### config.mk
export PLATFORM = sky130hd
export DESIGN_NAME = fetch_queue
export DESIGN_NICKNAME = d
export VERILOG_FILES = /design/src/rtl/fetch_queue.sv
export SDC_FILE = /design/constraint.sdc
export NUM_CORES = 1
export LEC_CHECK = 0
export CORE_ASPECT_RATIO = 0.75
export CORE_MARGIN = 1
export CORE_UTILIZATION = 50
export CTS_CLUSTER_SIZE = 12
export DETAILED_ROUTE_END_ITERATION = 8
export PLACE_DENSITY_LB_ADDON = 0.2
export SLEW_MARGIN = 20
export SYNTH_ARGS = -nofsm -noshare
export SYNTH_HDL_FRONTEND = slang
export SYNTH_SLANG_ARGS = --single-unit
### constraint.sdc
create_clock -name clk -period 15.2 [get_ports clk]
set_input_delay 3.8 -clock clk [delete_from_list [all_inputs] [get_ports clk]]
set_output_delay 3.8 -clock clk [all_outputs]
set_load 0.01 [all_outputs]
### src/rtl/fetch_queue.sv
// Fetch queue: circular FIFO between instruction fetch and dual-issue decode.
// Accepts one {pc, instr} per cycle, exposes the two oldest entries.
module fetch_queue #(
    parameter int DEPTH = 8,
    parameter int XLEN  = 32
) (
    input  logic                     clk,
    input  logic                     reset,
    input  logic                     flush,
    input  logic                     in_valid,
    input  logic [XLEN-1:0]          in_pc,
    input  logic [XLEN-1:0]          in_instr,
    output logic                     in_ready,
    output logic                     dec_valid0,
    output logic [XLEN-1:0]          dec_pc0,
    output logic [XLEN-1:0]          dec_instr0,
    output logic                     dec_valid1,
    output logic [XLEN-1:0]          dec_pc1,
    output logic [XLEN-1:0]          dec_instr1,
    input  logic [1:0]               dec_take,
    output logic [$clog2(DEPTH):0]   count
);

    localparam int AW = $clog2(DEPTH);
    localparam int CW = AW + 1;
    localparam logic [CW-1:0] FULL = CW'(DEPTH);

    logic [XLEN-1:0] pc_mem    [DEPTH];
    logic [XLEN-1:0] instr_mem [DEPTH];

    logic [AW-1:0] head_q, head_d;
    logic [AW-1:0] tail_q, tail_d;
    logic [CW-1:0] count_q, count_d;

    logic          push;
    logic [CW-1:0] take_w;
    logic [CW-1:0] pop_w;
    logic [AW-1:0] head_nxt1;

    // Readiness looks only at registered occupancy: a full queue never
    // accepts, even if decode drains in the same cycle.
    assign in_ready = (count_q != FULL);
    assign push     = in_valid && in_ready && !flush;

    always_comb begin
        take_w = '0;
        pop_w  = '0;
        take_w = dec_take[1] ? CW'(2) : CW'(dec_take);
        pop_w  = (count_q < take_w) ? count_q : take_w;
    end

    always_comb begin
        head_d  = head_q;
        tail_d  = tail_q;
        count_d = count_q;
        if (flush) begin
            head_d  = '0;
            tail_d  = '0;
            count_d = '0;
        end else begin
            head_d  = head_q + AW'(pop_w);
            tail_d  = tail_q + AW'(push);
            count_d = count_q + CW'(push) - pop_w;
        end
    end

    always_ff @(posedge clk) begin
        if (reset) begin
            head_q  <= '0;
            tail_q  <= '0;
            count_q <= '0;
        end else begin
            head_q  <= head_d;
            tail_q  <= tail_d;
            count_q <= count_d;
        end
    end

    // Storage is intentionally left uninitialised; valid gating hides it.
    always_ff @(posedge clk) begin
        if (!reset && push) begin
            pc_mem[tail_q]    <= in_pc;
            instr_mem[tail_q] <= in_instr;
        end
    end

    assign head_nxt1 = head_q + AW'(1);

    always_comb begin
        dec_valid0 = (count_q != '0);
        dec_valid1 = (count_q >= CW'(2));
        dec_pc0    = '0;
        dec_instr0 = '0;
        dec_pc1    = '0;
        dec_instr1 = '0;
        if (dec_valid0) begin
            dec_pc0    = pc_mem[head_q];
            dec_instr0 = instr_mem[head_q];
        end
        if (dec_valid1) begin
            dec_pc1    = pc_mem[head_nxt1];
            dec_instr1 = instr_mem[head_nxt1];
        end
    end

    assign count = count_q;

endmodule

Yosys cells after proc, flatten, opt, wreduce, memory -nomap -nowiden. Memory sizes are Yosys's and may differ from the RTL's. A register that Yosys moved wholly into a read port is not among the register bits. Index checks and enable logic that the tools add are counted.

$add $sub $neg: 5. Multipliers: 0. Divide/modulo/power cells: 0. Order comparisons: 2. Eq/ne operators: 1. Shift operators: 0. Mux-type cells: 10. Bitwise operators: 0. Reduce and logical (&&, ||, !) cells: 7.

Operators with widths (number): 32-bit 2-to-1 mux (4); 3-bit 2-to-1 mux (2); 4-bit by 1-bit adder with 4-bit output (1); 4-bit by 2-bit >= comparator with 1-bit output, second input constant (1); 4-bit by 2-bit less-than comparator with 1-bit output (1); 4-bit 2-to-1 mux (1); 4-bit inequality test, second input constant (1); 4-bit nonzero test (1); 4-bit subtractor (1); 3-bit by 1-bit adder with 3-bit output (1); 3-bit by 1-bit adder with 3-bit output, second input constant (1); 3-bit adder (1); 1-bit logical AND (3); 1-bit logical NOT (2); 1-bit 2-to-1 mux (2); 2-bit 2-to-1 mux (1); 2-bit OR reduction (1).

Register bits: 10. Bits in latches: 0. RAM bits: 512. Bits in read-only memories: 0. Input bits: 70. Output and inout port bits: 135. Logic and storage cells: 30. Memories kept: 2.

Memories: instr_mem (words 8, width 32, rd ports 2, clocked after Yosys merged registers in 1, wr ports 1, RTL line 29) `logic [XLEN-1:0] instr_mem [DEPTH];`; pc_mem (words 8, width 32, rd ports 2, clocked after Yosys merged registers in 1, wr ports 1, RTL line 28) `logic [XLEN-1:0] pc_mem [DEPTH];`.

Longest topological paths before layout.
Word-level depth: 6. Mapped depth: 12.

Worst setup path before layout. Ideal clock, no wire load.

Path type: input to register. From: input port in_valid. To: memory instr_mem[0][0] (enable). Arrival time: 9011 ps. Required time: 14622 ps. Slack: 5612 ps. Stages: 3. Path through: nor2b_1 nor4bb_1 nor3b_1.

Longest elaborated chain between the ends: 5.

Ends and longest elaborated chain: from (decl) (RTL line 10) `input logic in_valid,`; 1-bit logical AND (2 in a row) (RTL line 43) `assign push = in_valid && in_ready && !flush;`; 1-bit logical AND (RTL line 81) `if (!reset && push) begin`; 1-bit 2-to-1 mux (RTL line 81); 1-bit 2-to-1 mux (not written as such) (RTL line 83) `instr_mem[tail_q] <= in_instr;`; to (decl) (RTL line 29).

No other way between the ends.

==> qor.yml <==
timing:
  layout_min_cycle_time_ns: 8.50
  number_of_hold_violations_in_the_final_report: 0
  setup_total_negative_slack_ns: 0
  final.period_utilization_pct: 55.9
  fin_skew_ns: 0.0125
  slew_headroom_pct: 23.4
  fmaxAchievable_mhz: 118
  finalSetupViolations: 0
  final_slew_violations: 0
  timing_worst_slew_pin_value_ns: 1.15
  grt_setup_unrepaired: "false"
critical_path:
  timing.critical_path.from_type: "register"
  timing.critical_path.slowest_cell_delay_ns: 0.90
  r2r_slack_ns: 11.84
  path_cells: "buf_12 > buf_4 > buf_4 > mux4_2 > a22o_1 > clkdlybuf4s50_1"
  timing.critical_path.fanout_max: 146
  path_delay_family: "buffers and inverters"
  crit_arrival_ns: 4.70
  worstSetupEndpointType: "output port"
  r2r_start: "count[2]$_SDFF_PP0_"
  worst-endpoint-required_ns: 11.40
  timing_worst_setup_path_type: "register to output port"
  worstRegToRegCells: 7
  cp_common_cell: "buf_4"
  cpMaxStageDelayCell: "buf_4"
  worstReg2RegEnd: "pc_mem[0][5]$_DFFE_PP_"
  worstPathBufferInverterCount: 4
final_layout:
  nets: 1346
  stdcell_count: 1915
  drive_above_1_share_pct: 27.5
  fillers: 3262
  post-route-util_pct: 59.7
  synthToLayoutAreaGrowth_pct: 17.3
route:
  drtPass1Iterations: 5
  drc_errors: 0
  drtIter0Drc: 1073
  vias: 12300
  avgViaCountPerCell: 6.41
  route.final.wire_length_um: 53600
  post_route_antenna_net_violation_count: 0
  wire_per_inst_um: 28.0
global_routing:
  grt_resource_usage_total_pct: 22.9
  antenna_found_initial: 3
  grt_first_pass_wirelength_um: 80800
  grt_max_degree: 147
  grt_overflow: 0
  first_global_vias: 12900
worst_hold_path:
  worstHoldEndpoint: "tail_q[2]$_SDFF_PP0_"
  timing.hold.worst.start: "tail_q[2]$_SDFF_PP0_"
  min-delay-path-class: "register to register"
  min_path_cells: 2
place:
  post-dp-hpwl_um: 29100
  port_buffers: 204
  place_congestion: 0.724
  dp_cells: 1837
clock_tree:
  clock-root-buffer: "clkbuf_16"
  cts.sink_count: 522
  htree_num_levels: 2
  post_cts.repair.setup_buffers: 0
  ctsResizeCount: 0
  clk_latency_ns: 0.57
  ctsLongestPathBuffers: 3
  cts_tree: "built"
  hold_buffers: 0
  path_clk_slew_ns: 0.06
  cts_made_buffers: 52
die:
  rows: 68
  floorplan.initialDensity_pct: 50.9
  dieHeight_um: 190
  floorplan_die_area_mm2: 0.0479
  die-width_um: 252
  fp.coreArea_mm2: 0.0462
  pin_count: 205
yosys:
  number_of_flops_mapped_to_enable_cells_by_yosys: 512
  largest_family_of_logic_cells_by_synthesized_area: "multiplexers"
  post_synth_instance_area_mm2: 0.0235
  postSynth.asyncResetShare_pct: 0
  postSynthRegisterBits: 522
  syn_inst: 1064
  dominantRegCellSynth: "edfxtp_1"
  synth_adder_area_share_pct: 0.862
  yosys-mux-area-fraction_pct: 24.7
  postSynthNetCount: 1149
  syn_area_per_cell_um2: 22.1
  yosys_warnings: 0
  synth_cell_types: 37
  yosys.area_share.xor_xnor_pct: 0.149
  synth-seq-area-share_pct: 66.2
  synth_compound_area_share_pct: 4.96
  yosys.area_share.simple_pct: 0.942
status:
  run_status: "finished, final reports clean"
pwr:
  power_density_mw_per_mm2: 158
  cell_leakage_power_nw: 8.37
  irDropWorstVdd_v: 0.0000901
flow_run:
  maxCapViolations: 0
==> sequential cells by signal (all words and copies together) (netlist names) <==
register   flops
pc_mem       256
head_q         3
count          4
tail_q         3
instr_mem    256
==> metrics by stage <==
step	hold WS [ns]	setup WS [ns]	power (mW)	area, um^2
2_1_floorplan	0.514	5.61	2.59	23500
3_3_place_gp	0.539	7.23	3.28	26200
3_5_place_dp	0.550	7.15	3.29	26200
4_1_cts	0.560	6.53	4.42	27600
5_1_grt	0.605	6.33	4.55	27600
6_report	0.556	6.70	4.36	27600
==> logic make-up (layout without fill, tap and decap cells) <==
group                      Yosys count  after routing
DFF                                522            522
muxes                              260            260
AOI/OAI and AO/OA                  135            135
buffers and inverters               93            313
and+or+nand+nor                     35             35
adders and majority gates           15             15
xor gates and xnor gates             4              4
other                                0              1
==> worst reg2reg max path, delay by kind of cell (launching register included) <==
kind                       cells  cell delay (ns)
and+or+nand+nor                3             1.11
adders and majority gates      1             0.21
DFF                            1             0.38
buffers and inverters          3             1.27
==> worst max-delay path by stage <==
stage / startpoint / end / slack [ns] / cells after the start
CTS: head_q[0]$_SDFF_PP0_ / dec_pc0[14] / 6.53 / 6
global route: head_q[0]$_SDFF_PP0_ / dec_instr0[0] / 6.33 / 6
floorplan: in_valid / instr_mem[0][0]$_DFFE_PP_ / 5.61 / 3
detailed placement: head_q[0]$_SDFF_PP0_ / dec_pc0[14] / 7.15 / 6
global placement: head_q[0]$_SDFF_PP0_ / dec_pc0[14] / 7.23 / 6
finish: head_q[0]$_SDFF_PP0_ / dec_pc0[14] / 6.70 / 6
==> power breakdown <==
group	switching, mW	total (mW)	internal, mW
clock network	0.501	1.13	0.627
logic	0.771	1.63	0.855
registers	0.0122	1.61	1.60
==> placed cells by master (no fill, tap or decap), drive strengths merged, types with 4 or more instances in the layout <==
cell,netlist,final
and2,7,7
buf,77,23
clkdlybuf4s50,0,204
ha,13,13
inv,9,10
mux4,256,256
nor2b,4,4
dfxtp,10,10
clkinv,0,9
a22o,128,128
nor3,4,4
edfxtp,512,512
clkbuf,7,67
nand2,4,4
==> synth_stat cells (all sizes together) (4+ instances only) <==
| cell | number | share of area [%] |
|---|---|---|
| ha | 13 | 0.69 |
| nand2 | 4 | 0.064 |
| clkbuf | 7 | 0.11 |
| buf | 77 | 1.9 |
| dfxtp | 10 | 0.85 |
| nor3 | 4 | 0.085 |
| edfxtp | 512 | 65 |
| nor2b | 4 | 0.11 |
| and2 | 7 | 0.19 |
| a22o | 128 | 4.8 |
| mux4 | 256 | 25 |
| inv | 9 | 0.14 |
==> routing by layer <==
metal / GRT usage, % / vias to the layer above / wire (um)
li1: - / 5134 / -
met1: 31.9 / 6615 / 21900
met2: 38.0 / 447 / 27000
met3: 4.31 / 72 / 3770
met4: 5.10 / 4 / 895
met5: 0 / - / 22
==> final cells by class <==
cell class	count	area [um^2]	area share (%)
Inverter	9	33.8	0.122
Sequential cell	522	15600	56.5
Tap cell	630	788	2.86
Clock inverter	10	45.0	0.163
Clock buffer	67	1380	5.00
Multi-Input combinational cell	449	7510	27.2
Antenna cell	1	2.50	0.00907
Timing Repair Buffer	227	2240	8.13
No activity file was read; power rests on OpenSTA's default activity.
